`src/rtl/fifo_level_if.sv`:
```
// Handshake and status bundle between a FIFO client (master) and
// fifo_level_unit (slave). Widths must match the FIFO instance parameters.
interface fifo_level_if #(
    parameter int ADDR_WIDTH = 3,
    parameter int DATA_WIDTH = 8
);
    logic                  wr;
    logic                  rd;
    logic                  flush;
    logic                  clr_err;
    logic [DATA_WIDTH-1:0] w_data;
    logic [DATA_WIDTH-1:0] r_data;
    logic                  r_valid;
    logic                  full;
    logic                  empty;
    logic                  almost_full;
    logic                  almost_empty;
    logic [ADDR_WIDTH:0]   level;
    logic                  overflow;
    logic                  underflow;

    modport master (
        output wr, rd, flush, clr_err, w_data,
        input  r_data, r_valid, full, empty, almost_full, almost_empty,
               level, overflow, underflow
    );

    modport slave (
        input  wr, rd, flush, clr_err, w_data,
        output r_data, r_valid, full, empty, almost_full, almost_empty,
               level, overflow, underflow
    );
endinterface

```
`src/rtl/fifo_level_unit.sv`:
```
// Synchronous FIFO with occupancy count, almost-full/almost-empty thresholds,
// sticky overflow/underflow flags, synchronous flush and an optional
// registered read port. The level register alone tells full from empty, so
// the pointers carry no extra wrap bit.
module fifo_level_unit #(
    parameter int ADDR_WIDTH = 3,
    parameter int DATA_WIDTH = 8,
    parameter int AF_LEVEL   = 6,
    parameter int AE_LEVEL   = 1,
    parameter int OUT_REG    = 0
) (
    input  logic            clk,
    input  logic            reset,
    fifo_level_if.slave     bus
);
    localparam int DEPTH = 32'd1 << ADDR_WIDTH;
    localparam int LW    = ADDR_WIDTH + 1;

    localparam logic [LW-1:0]         LVL_FULL = LW'(DEPTH);
    localparam logic [LW-1:0]         LVL_AF   = LW'(AF_LEVEL);
    localparam logic [LW-1:0]         LVL_AE   = LW'(AE_LEVEL);
    localparam logic [LW-1:0]         LVL_ZERO = {LW{1'b0}};
    localparam logic [LW-1:0]         LVL_ONE  = {{ADDR_WIDTH{1'b0}}, 1'b1};
    localparam logic [ADDR_WIDTH-1:0] PTR_ZERO = {ADDR_WIDTH{1'b0}};
    localparam logic [ADDR_WIDTH-1:0] PTR_ONE  = {{(ADDR_WIDTH-1){1'b0}}, 1'b1};

    logic [DATA_WIDTH-1:0] mem_q [DEPTH];

    logic [ADDR_WIDTH-1:0] w_ptr_q, w_ptr_d;
    logic [ADDR_WIDTH-1:0] r_ptr_q, r_ptr_d;
    logic [LW-1:0]         level_q, level_d;
    logic                  overflow_q, overflow_d;
    logic                  underflow_q, underflow_d;

    logic full_s, empty_s, wr_acc_s, rd_acc_s;

    // Occupancy flags derived purely from the level register.
    always_comb begin
        full_s  = (level_q == LVL_FULL);
        empty_s = (level_q == LVL_ZERO);
    end

    // Accept decisions, pointer/level next state and sticky error flags.
    always_comb begin
        wr_acc_s    = bus.wr & ~full_s  & ~bus.flush;
        rd_acc_s    = bus.rd & ~empty_s & ~bus.flush;
        w_ptr_d     = w_ptr_q;
        r_ptr_d     = r_ptr_q;
        level_d     = level_q;
        overflow_d  = overflow_q;
        underflow_d = underflow_q;

        if (bus.flush) begin
            w_ptr_d = PTR_ZERO;
            r_ptr_d = PTR_ZERO;
            level_d = LVL_ZERO;
        end else begin
            if (wr_acc_s) begin
                w_ptr_d = w_ptr_q + PTR_ONE;
            end else begin
                w_ptr_d = w_ptr_q;
            end
            if (rd_acc_s) begin
                r_ptr_d = r_ptr_q + PTR_ONE;
            end else begin
                r_ptr_d = r_ptr_q;
            end
            case ({wr_acc_s, rd_acc_s})
                2'b10:   level_d = level_q + LVL_ONE;
                2'b01:   level_d = level_q - LVL_ONE;
                default: level_d = level_q;
            endcase
        end

        // A new error event outranks a simultaneous clear.
        if (bus.wr & full_s & ~bus.flush) begin
            overflow_d = 1'b1;
        end else if (bus.clr_err) begin
            overflow_d = 1'b0;
        end else begin
            overflow_d = overflow_q;
        end

        if (bus.rd & empty_s & ~bus.flush) begin
            underflow_d = 1'b1;
        end else if (bus.clr_err) begin
            underflow_d = 1'b0;
        end else begin
            underflow_d = underflow_q;
        end
    end

    // Control state registers, cleared asynchronously by reset.
    always_ff @(posedge clk or posedge reset) begin
        if (reset) begin
            w_ptr_q     <= PTR_ZERO;
            r_ptr_q     <= PTR_ZERO;
            level_q     <= LVL_ZERO;
            overflow_q  <= 1'b0;
            underflow_q <= 1'b0;
        end else begin
            w_ptr_q     <= w_ptr_d;
            r_ptr_q     <= r_ptr_d;
            level_q     <= level_d;
            overflow_q  <= overflow_d;
            underflow_q <= underflow_d;
        end
    end

    // Storage array; deliberately not reset so it maps onto plain RAM.
    always_ff @(posedge clk) begin
        if (wr_acc_s) begin
            mem_q[w_ptr_q] <= bus.w_data;
        end
    end

    assign bus.full         = full_s;
    assign bus.empty        = empty_s;
    assign bus.almost_full  = (level_q >= LVL_AF);
    assign bus.almost_empty = (level_q <= LVL_AE);
    assign bus.level        = level_q;
    assign bus.overflow     = overflow_q;
    assign bus.underflow    = underflow_q;

    if (OUT_REG != 0) begin : g_oreg
        logic [DATA_WIDTH-1:0] r_data_q, r_data_d;
        logic                  r_valid_q, r_valid_d;

        // Capture the head word on each accepted pop; otherwise hold data, drop valid.
        always_comb begin
            r_data_d  = r_data_q;
            r_valid_d = 1'b0;
            if (rd_acc_s) begin
                r_data_d  = mem_q[r_ptr_q];
                r_valid_d = 1'b1;
            end else begin
                r_data_d  = r_data_q;
                r_valid_d = 1'b0;
            end
        end

        // Registered read port.
        always_ff @(posedge clk or posedge reset) begin
            if (reset) begin
                r_data_q  <= {DATA_WIDTH{1'b0}};
                r_valid_q <= 1'b0;
            end else begin
                r_data_q  <= r_data_d;
                r_valid_q <= r_valid_d;
            end
        end

        assign bus.r_data  = r_data_q;
        assign bus.r_valid = r_valid_q;
    end else begin : g_comb
        assign bus.r_data  = mem_q[r_ptr_q];
        assign bus.r_valid = ~empty_s;
    end
endmodule

```
`src/flat_wrapper.sv`:
```
// flat-port wrapper written by rule: the top's interface ports become plain ports
module fifo_level_unit_flat 
#(
    parameter int ADDR_WIDTH = 3,
    parameter int DATA_WIDTH = 8,
    parameter int AF_LEVEL   = 6,
    parameter int AE_LEVEL   = 1,
    parameter int OUT_REG    = 0
)
  (clk, reset, bus_wr, bus_rd, bus_flush, bus_clr_err, bus_w_data, bus_r_data, bus_r_valid, bus_full, bus_empty, bus_almost_full, bus_almost_empty, bus_level, bus_overflow, bus_underflow);
  fifo_level_if #(.ADDR_WIDTH(ADDR_WIDTH), .DATA_WIDTH(DATA_WIDTH)) bus_i ();
  input  logic clk;
  input  logic reset;
  input wire logic [$bits(bus_i.wr)-1:0] bus_wr;
  input wire logic [$bits(bus_i.rd)-1:0] bus_rd;
  input wire logic [$bits(bus_i.flush)-1:0] bus_flush;
  input wire logic [$bits(bus_i.clr_err)-1:0] bus_clr_err;
  input wire logic [$bits(bus_i.w_data)-1:0] bus_w_data;
  output wire logic [$bits(bus_i.r_data)-1:0] bus_r_data;
  output wire logic [$bits(bus_i.r_valid)-1:0] bus_r_valid;
  output wire logic [$bits(bus_i.full)-1:0] bus_full;
  output wire logic [$bits(bus_i.empty)-1:0] bus_empty;
  output wire logic [$bits(bus_i.almost_full)-1:0] bus_almost_full;
  output wire logic [$bits(bus_i.almost_empty)-1:0] bus_almost_empty;
  output wire logic [$bits(bus_i.level)-1:0] bus_level;
  output wire logic [$bits(bus_i.overflow)-1:0] bus_overflow;
  output wire logic [$bits(bus_i.underflow)-1:0] bus_underflow;
  assign bus_i.wr = bus_wr;
  assign bus_i.rd = bus_rd;
  assign bus_i.flush = bus_flush;
  assign bus_i.clr_err = bus_clr_err;
  assign bus_i.w_data = bus_w_data;
  assign bus_r_data = bus_i.r_data;
  assign bus_r_valid = bus_i.r_valid;
  assign bus_full = bus_i.full;
  assign bus_empty = bus_i.empty;
  assign bus_almost_full = bus_i.almost_full;
  assign bus_almost_empty = bus_i.almost_empty;
  assign bus_level = bus_i.level;
  assign bus_overflow = bus_i.overflow;
  assign bus_underflow = bus_i.underflow;
  fifo_level_unit #(.ADDR_WIDTH(ADDR_WIDTH), .DATA_WIDTH(DATA_WIDTH), .AF_LEVEL(AF_LEVEL), .AE_LEVEL(AE_LEVEL), .OUT_REG(OUT_REG)) u_core (.clk(clk), .reset(reset), .bus(bus_i));
endmodule
```
`config.mk`:
```
export PLATFORM = sky130hd
export DESIGN_NAME = fifo_level_unit_flat
export DESIGN_NICKNAME = d
export VERILOG_FILES = /design/src/rtl/fifo_level_if.sv /design/src/rtl/fifo_level_unit.sv /design/src/flat_wrapper.sv
export SDC_FILE = /design/constraint.sdc
export NUM_CORES = 1
export LEC_CHECK = 0
export CORE_ASPECT_RATIO = 1.1
export CORE_MARGIN = 4
export CORE_UTILIZATION = 55
export CTS_CLUSTER_DIAMETER = 200
export DETAILED_ROUTE_END_ITERATION = 10
export GPL_ROUTABILITY_DRIVEN = 0
export GPL_TIMING_DRIVEN = 0
export PLACE_DENSITY = 0.78
export SLEW_MARGIN = 10
export SYNTH_ARGS = -nofsm -noshare
export SYNTH_HDL_FRONTEND = slang
export SYNTH_SLANG_ARGS = --single-unit
```
`constraint.sdc`:
```
create_clock -name clk -period 7.44 [get_ports clk]
set_clock_uncertainty 0.15 [all_clocks]
set_input_delay 1.116 -clock clk [delete_from_list [all_inputs] [get_ports clk]]
set_output_delay 1.116 -clock clk [all_outputs]
set_load 0.02 [all_outputs]
```
==> reports/results.tsv <==
stage	metric	value	unit
outcome	outcome	finished clean	
floorplanning	total core area	5730	sq um
timing	WHS	402	ps
global_route	Tot GR Track Use	0.196	
worst_setup_path	Data arrival, critical path	3020	ps
timing	Slew Viols, Final	0	
clocking	Hold-fix buffers, CTS	0	
route	drt via density	5.68	
synth	FF+latch count, synth	76	
timing	worst-margin pin slew	963	ps
timing	setup_tns	0	ps
clocking	clk root buf	clkbuf_8	
global_route	met2 usage in global routing	0.338	
pwr	leakage dissipation	1.32	nW
synth	Post-Synthesis Cells	188	
floorplanning	# IOs	33	
pwr	logic gate share of total power	0.333	
pwr	power share of the clock group	0.250	
worst_setup_path	Critical Path Fanout Max	10	
route	First-pass DRT Iterations	4	
clocking	clk slew on worst S/H paths	80	ps
timing	Final Setup Violations	0	
worst_setup_path	CP Class	register to primary output	
worst_setup_path	Crit. End Element	primary output	
floorplanning	Chip Width	81.0	um
pwr	PwrDens	315	nW/um^2
placed_design	IO buf count	31	
floorplanning	initial core utilization	0.563	
floorplanning	Die H	88.3	um
timing	min cycle time layout	4290	ps
pwr	sw frac	0.307	
global_route	antenna violations before repair	0	
route	routed wire length	6.13	mm
placed_design	pre-CTS setup slack	3540	ps
timing	period utilization	0.576	
finish	antenna cells	0	
clocking	H-tree Lvls	3	
global_route	routing usage on met3	0.0377	
route	drt drc	0	
global_route	first-pass GRT wire length	9.87	mm
global_route	vias in the first global route	1868	
worst_setup_path	FF-to-FF setup slack	4550	ps
hold_path	Hold Crit Class	register to register	
timing	Setup WS post-layout	3150	ps
finish	Nets	252	
finish	share of cells above drive strength 1	0.208	
finish	commonest non-fill, non-tap cell in the layout	edfxtp_1	
clocking	Num CTS Buffers	9	
clocking	setup bufs post-CTS	0	
clocking	Clock Latency Late Sink	340	ps
flow_run	Max-Cap Viols	0	
global_route	busiest grt layer	met2	
global_route	GR Overflow Total	0	
clocking	TritonCTS clock tree	done	
clocking	post-CTS resize count	0	
worst_setup_path	Required @ worst endpoint	6170	ps
clocking	Max Root-Sink Buffers	2	
finish	most frequent cells in the layout	64 x edfxtp_1, 31 x clkdlybuf4s50_1, 16 x mux4_2	
synth	Mapped Nets	209	
timing	RSZ-0062 raised after global routing	false	
placed_design	Final HPWL DP	4.03	mm
pwr	worst vdd ir	0.210	mV
route	wire per inst	19.6	um
synth	cell area after synthesis	3230	sq um
pwr	Sequential Power Share	0.417	
global_route	largest net degree at the start of global routing	14	
route	Initial DRC Count	210	
finish	layout overhead on the synthesized area	19.1	%
hold_path	Hold Path Stages	2	
floorplanning	die area	7160	sq um
worst_setup_path	Critical Path Start Type	register	
pwr	Sw Pwr	0.000371	W
global_route	met1 Usage GRT	0.252	
floorplanning	Row Count	29	
timing	Hold Vio Cnt, Final	0	
route	via count	1777	
route	antenna-violating nets left	0	
synth	average cell area after synthesis	17.2	sq um
worst_setup_path	R2R depth	6	
timing	f_max	0.233	GHz
timing	Slew Limit Headroom	0.356	
synth	post-synthesis sequential area ratio	0.689	
synth	synth warn	0	
synth	synth unique cells	35	
pwr	P_int	0.000839	W
clocking	clock sink total	76	
==> worst max-delay path, cell delays in order, from the launching register on <==
cell	delay, ps
dfrtp_1	360
buf_1	440
clkbuf_1	620
mux4_2	420
mux2_2	280
clkdlybuf4s50_1	550
==> worst paths after layout <==
check                                      from                    to
setup reg to reg            u_core.bus.level[0]    u_core.mem_q[2][7]
hold / removal             u_core.bus.underflow  u_core.bus.underflow
max in group asynchronous                 reset     u_core.w_ptr_q[2]
min in group asynchronous                 reset     u_core.r_ptr_q[2]
setup / recovery              u_core.r_ptr_q[1]         bus_r_data[0]
hold reg to reg            u_core.bus.underflow  u_core.bus.underflow
==> power by group through the flow <==
stage | clock, W | combinational, W | sequential, W
global placement | 0 | 0.000400 | 0.000512
floorplan | 0 | 0.000256 | 0.000521
CTS | 0.000307 | 0.000409 | 0.000504
finish | 0.000302 | 0.000403 | 0.000504
global route | 0.000328 | 0.000438 | 0.000509
detailed placement | 0 | 0.000408 | 0.000514
==> cell families after synthesis <==
logic type,synth area share
fa+ha+maj,0.0271
xor+xnor,0.0136
mux,0.143
simple gates,0.0725
flops,0.689
compound gates,0.0326
buf+inv,0.0229
==> Yosys cell counts <==
| cell | n | area (sq um) |
|---|---|---|
| nor2_1 | 11 | 41.3 |
| a21o_1 | 2 | 15.0 |
| nand3b_1 | 2 | 15.0 |
| a21oi_2 | 1 | 8.76 |
| mux4_2 | 16 | 360 |
| nand2_1 | 9 | 33.8 |
| buf_6 | 1 | 11.3 |
| or3b_1 | 1 | 8.76 |
| dfrtp_1 | 12 | 300 |
| nand4b_1 | 1 | 8.76 |
| nor4bb_1 | 1 | 10.0 |
| nor3_1 | 4 | 20.0 |
| inv_4 | 1 | 6.26 |
| o22ai_1 | 2 | 12.5 |
| o2bb2ai_1 | 1 | 8.76 |
| inv_1 | 6 | 22.5 |
| nand2b_1 | 6 | 37.5 |
| buf_1 | 2 | 7.51 |
| a31oi_1 | 2 | 12.5 |
| o31ai_1 | 1 | 7.51 |
| nor4b_1 | 1 | 8.76 |
| or3_1 | 2 | 12.5 |
| xor2_1 | 4 | 35.0 |
| nand3_1 | 6 | 30.0 |
| ha_1 | 7 | 87.6 |
| or4_1 | 1 | 7.51 |
| buf_2 | 3 | 15.0 |
| xnor2_1 | 1 | 8.76 |
| a21oi_1 | 3 | 15.0 |
| edfxtp_1 | 64 | 1920 |
| mux2i_1 | 1 | 10.0 |
| mux2_2 | 8 | 90.1 |
| o21ai_0 | 1 | 5.00 |
| a211oi_4 | 1 | 20.0 |
| clkbuf_1 | 3 | 11.3 |
==> metrics by stage <==
step	total power (W)	std cells	util	area, sq um
2_1_floorplan	0.000777	188	-	3230
3_3_place_gp	0.000912	296	0.634	3630
3_5_place_dp	0.000922	297	0.637	3650
4_1_cts	0.00122	313	0.670	3840
5_1_grt	0.00127	313	0.670	3840
6_report	0.00121	313	0.670	3840
==> per-layer routing <==
layer  vias up  share of wire
met2        50           0.55
met4         0          0.014
met5         -              0
met1       899           0.40
li1        815              -
met3        13          0.038
==> sequential cells by signal (all words and copies together) (netlist names) <==
register              count
u_core.bus.level          4
u_core.bus.overflow       1
u_core.bus.underflow      1
u_core.mem_q             64
u_core.r_ptr_q            3
u_core.w_ptr_q            3
==> cell type report <==
cell class / instances / area (sq um)
buffer: 9 / 45.0
tap: 77 / 96.3
clock buffer: 10 / 128
timing repair buffer: 32 / 318
clock inverter: 6 / 63.8
multi-input combinational: 96 / 941
sequential: 76 / 2220
inverter: 7 / 28.8
fill: 444 / 1890
No activity file was read; power rests on OpenSTA's default activity.
==> variant 1, RTL diff (same flow settings) <==
`OUT_REG` is set to 0 in 2 places; all go to 1.
--- a/src/rtl/fifo_level_unit.sv
+++ b/src/rtl/fifo_level_unit.sv
@@ -8,5 +8,5 @@
     parameter int AF_LEVEL   = 6,
     parameter int AE_LEVEL   = 1,
-    parameter int OUT_REG    = 0
+    parameter int OUT_REG    = 1
 ) (
     input  logic            clk,
--- a/src/flat_wrapper.sv
+++ b/src/flat_wrapper.sv
@@ -6,5 +6,5 @@
     parameter int AF_LEVEL   = 6,
     parameter int AE_LEVEL   = 1,
-    parameter int OUT_REG    = 0
+    parameter int OUT_REG    = 1
 )
   (clk, reset, bus_wr, bus_rd, bus_flush, bus_clr_err, bus_w_data, bus_r_data, bus_r_valid, bus_full, bus_empty, bus_almost_full, bus_almost_empty, bus_level, bus_overflow, bus_underflow);
Formal check against the unedited RTL: not equivalent (a bounded check fails within 4 cycles, from zero or initial values and one cycle with reset high).
==> variant 1 against the original RTL <==
  * Cell count is 8.3% higher
  * Utilization is 0.28 points lower
  * Sequential power is 16% higher
  * Worst setup slack better by 680 ps
  * Fmax is 19% higher
  * Global-route usage is 1.6 points lower
  * Count of clock-buffer cells in the layout is 1 lower
  * Sequential cell count is 9 higher
  * Power is 11% higher
  * Via count is 10% higher
  * Register-to-register slack worse by 230 ps
  * Cell area is 7.6% higher
  * Wire length is 5.5% higher
  * Area after synthesis is 8.7% higher
  * Critical endpoint is now bus_full
  * Highest routed layer unchanged
==> variant 1: results (changes against the original RTL) <==
* Status: finished, final reports clean
* Nets@finish at 274 (+8.7%)
* Largest net degree at the start of global routing at 22 (+8)
* Depth of the worst register-to-register path at 7 (+1)
* CP max stage cell: clkdlybuf4s50_1
* Fin cells at 339 (+8.3%)
* Worst hold path type: reg -> reg
* Worst Setup SP: u_core.bus.level[0]
* Worst slack at placement at 3954 ps (+418.8 ps)
* DPL Wire Length at 4041 µm (+0.21%)
* WL final at 6464 µm (+5.5%)
* Hold path startpoint: u_core.bus.underflow
* Cell count after synthesis at 212 (+13%)
* Hold depth at 2 (unchanged)
* Layout cells sized above 1 at 18.15% (-2.6 points)
* Crit Path Max Fanout at 6 (-4)
* First-pass GRT wire length at 10120 µm (+2.5%)
* Drt initial violations at 166 (-21%)
* Critical Path AT at 2340 ps (-680 ps)
* Placed cell count at 323 (+8.8%)
* Vias in the first global route at 1923 (+2.9%)
* Highest cell delay on the worst timing path at 600 ps (-20 ps)
* Peak supply drop at 0.1676 mV (-20%)
* Count of different cell masters after synthesis at 37 (+5.7%)
* Filler cell count at 429 (-3.4%)
* Total GRT Usage at 17.98% (-1.6 points)
* Synth area leaders: edfxtp_1 55%, dfrtp_1 15%, mux4_2 10%
* Ys async rst share at 24.71% (+8.9 points)
* Synthesized net count at 232 (+11%)
-- variant 1: cell count changes after synthesis, moves of 7 or more --
cell	change
mux2_2	-7
mux2i_1	+8
a21oi_1	+8
nor2_1	+9
dfrtp_1	+9
-- variant 1: final cells by class --
type                    count  share of cell area [%]
well taps                  80                   2.421
clock buffers               9                   2.996
plain buffers               8                  0.9988
repair buffers             31                   7.506
clock inverters             7                   1.967
inverters                   8                  0.7869
multi-input cells         111                   24.12
flip-flops and latches     85                   59.20
-- variant 1: power by group --
group / leakage [µW] / total [µW] / internal (µW) / switching, µW
logic: 0.000492 / 423 / 200 / 222
clock network: 0.000106 / 334 / 160 / 173
registers: 0.000842 / 583 / 554 / 29.7
total: 0.00144 / 1340 / 914 / 426
-- variant 1: logic make-up after synthesis --
family | after synthesis | synth area share, %
adders and majority gates | 6 | 2.140
and+or+nand+nor | 49 | 6.741
muxes | 26 | 13.16
xor gates and xnor gates | 6 | 1.498
DFF | 85 | 69.76
AOI/OAI and AO/OA | 24 | 4.600
buffers and inverters | 16 | 2.104
-- variant 1: path summary, 6_finish.rpt --
path / to / slack (ps)
worst max-delay path: bus_full / 3830
worst min-delay path: u_core.bus.underflow / 390
worst max register to register: u_core.mem_q[2][3] / 4320
worst min register to register: u_core.bus.underflow / 390
max in group asynchronous: u_core.w_ptr_q[2] / 5580
min in group asynchronous: u_core.bus.r_data[7] / 1050
-- variant 1: per-layer routing --
layer	vias up	global-route usage (%)	wire length (µm)
li1	894	-	-
met1	988	24.24	2775
met2	63	28.42	3098
met3	10	4.762	483
met4	0	6.434	107
met5	-	0	0
-- variant 1: metrics by stage --
stage,cell area [µm²],total power [µW]
global placement,3919,1009
floorplan,3508,870.9
finish,4134,1340
CTS,4134,1354
global route,4134,1407
detailed placement,3929,1020
==> variant 2, RTL diff (config.mk and constraints unchanged) <==
Without the edit above. Make the reset (`reset`) synchronous in 2 clocked blocks. Comments in the files are not updated.
--- a/src/rtl/fifo_level_unit.sv
+++ b/src/rtl/fifo_level_unit.sv
@@ -92,5 +92,5 @@
 
     // Control state registers, cleared asynchronously by reset.
-    always_ff @(posedge clk or posedge reset) begin
+    always_ff @(posedge clk) begin
         if (reset) begin
             w_ptr_q     <= PTR_ZERO;
@@ -141,5 +141,5 @@
 
         // Registered read port.
-        always_ff @(posedge clk or posedge reset) begin
+        always_ff @(posedge clk) begin
             if (reset) begin
                 r_data_q  <= {DATA_WIDTH{1'b0}};
Function: differs if reset is asserted again (counterexample within 4 cycles, from zero or initial values and one cycle with reset high); with reset held inactive, the same outputs for 10 cycles.
==> variant 2 against the original RTL <==
  * First-iteration DRC count is 50% lower
  * Wire length is 7.6% lower
  * Non-clock buffer count is 3 lower
  * Register-to-register slack better by 50 ps
  * Global-route usage is 2.0 points lower
  * Sequential cell count is 3 higher
  * Count of clock-buffer cells in the layout stayed put
  * Area after synthesis is 1.1% higher
  * Utilization is 1.4 points higher
  * Cell area is 2.8% higher
  * Worst setup slack better by 490 ps
  * Die area is 0.98% higher
  * Critical endpoint is now bus_r_data[5]
Power is not compared: it rests on default switching activity, and its combinational part moved more than twofold at a synthesized area within 25%.
==> variant 2: results (changes against the original RTL) <==
* Status: finished, final reports clean
* Routed len/inst at 18.09 µm (-7.6%)
* DR vias/cell at 5.591 (-1.5%)
* Reg2Reg Setup Slack at 4600 ps (+50 ps)
* WL final at 5661 µm (-7.6%)
* Avg Cell Area, Syn at 17.35 µm² (+1.1%)
* Area of the multi-input gates at 975.9 µm² (+3.7%)
* Ys async rst share at 0% (-16 points)
* Sequential share of cell area at 56.27% (-1.6 points)
* Hold path startpoint: u_core.r_ptr_q[2]
* PortBufs at 32 (+3.2%)
* Count of different cell masters after synthesis at 32 (-8.6%)
* FF-to-FF Start: u_core.bus.level[0]
* Synth top cells by count: 64 x edfxtp_1, 15 x dfxtp_1, 15 x mux4_1
* CP max stage cell: clkdlybuf4s50_1
* DR WL met2 at 2930 µm (-13%)
* Area growth from synthesis to layout at 21.06%
* Synth area leaders: edfxtp_1 59%, mux4_1 12%, dfxtp_1 9.2%
* Drt initial violations at 106 (-50%)
* Register area share after synthesis at 68.12% (-0.74 points)
* Vias in the first global route at 1801 (-3.6%)
* Period utilisation layout at 51.04% (-6.6 points)
* Met2 Use GR at 28.52% (-5.3 points)
* Met3 Wirelength at 223 µm (-4.3%)
* Worst slack at placement at 3934 ps (+398.4 ps)
* Critical Path AT at 2530 ps (-490 ps)
* Placed Area at 3689 µm² (+1.0%)
* Rel. slew slack at 41.65% (+6.1 points)
* Depth of the worst register-to-register path at 9 (+3)
* Fraction of area in multi-input gates at 24.71% (+0.23 points)
* Clock buf/inv share at 6.591% (+1.6 points)
* Reg2Reg Capture Point: u_core.bus.level[3]
* Hold EP: u_core.r_ptr_q[2]
* Worst hold slack at 348.9 ps (-53.27 ps)
* DPL Wire Length at 3683 µm (-8.7%)
## variant 2: cells by family (layout without fill, tap and decap cells)
family,count (synthesis),count (layout),share of synthesized area [%]
xor+xnor,2,2,0.5371
simple gates,41,41,6.904
compound gates,20,20,3.299
flops,79,79,68.12
mux,26,26,16.19
buf+inv,13,61,2.263
fa+ha+maj,7,7,2.685
## variant 2: power breakdown
group          internal (µW)  switching (µW)
logic                   23.0            23.9
registers                480            2.09
clock network            256             145
total                    760             171
## variant 2: how the worst max path moves through the flow
stage	to	from	depth (start not counted)	slack, ps
floorplan	u_core.mem_q[0][0]	bus_flush	3	4640
global placement	u_core.mem_q[0][7]	bus_flush	4	3620
detailed placement	u_core.bus.level[3]	bus_flush	7	3930
CTS	bus_r_data[5]	flop	5	3560
global route	bus_r_data[5]	flop	5	3490
finish	bus_r_data[5]	flop	5	3640
## variant 2: worst max-delay path, delay by kind of cell, from the launching register on
family,cells,cell delay [ps]
buf+inv,3,1240
mux,2,630
flops,1,320
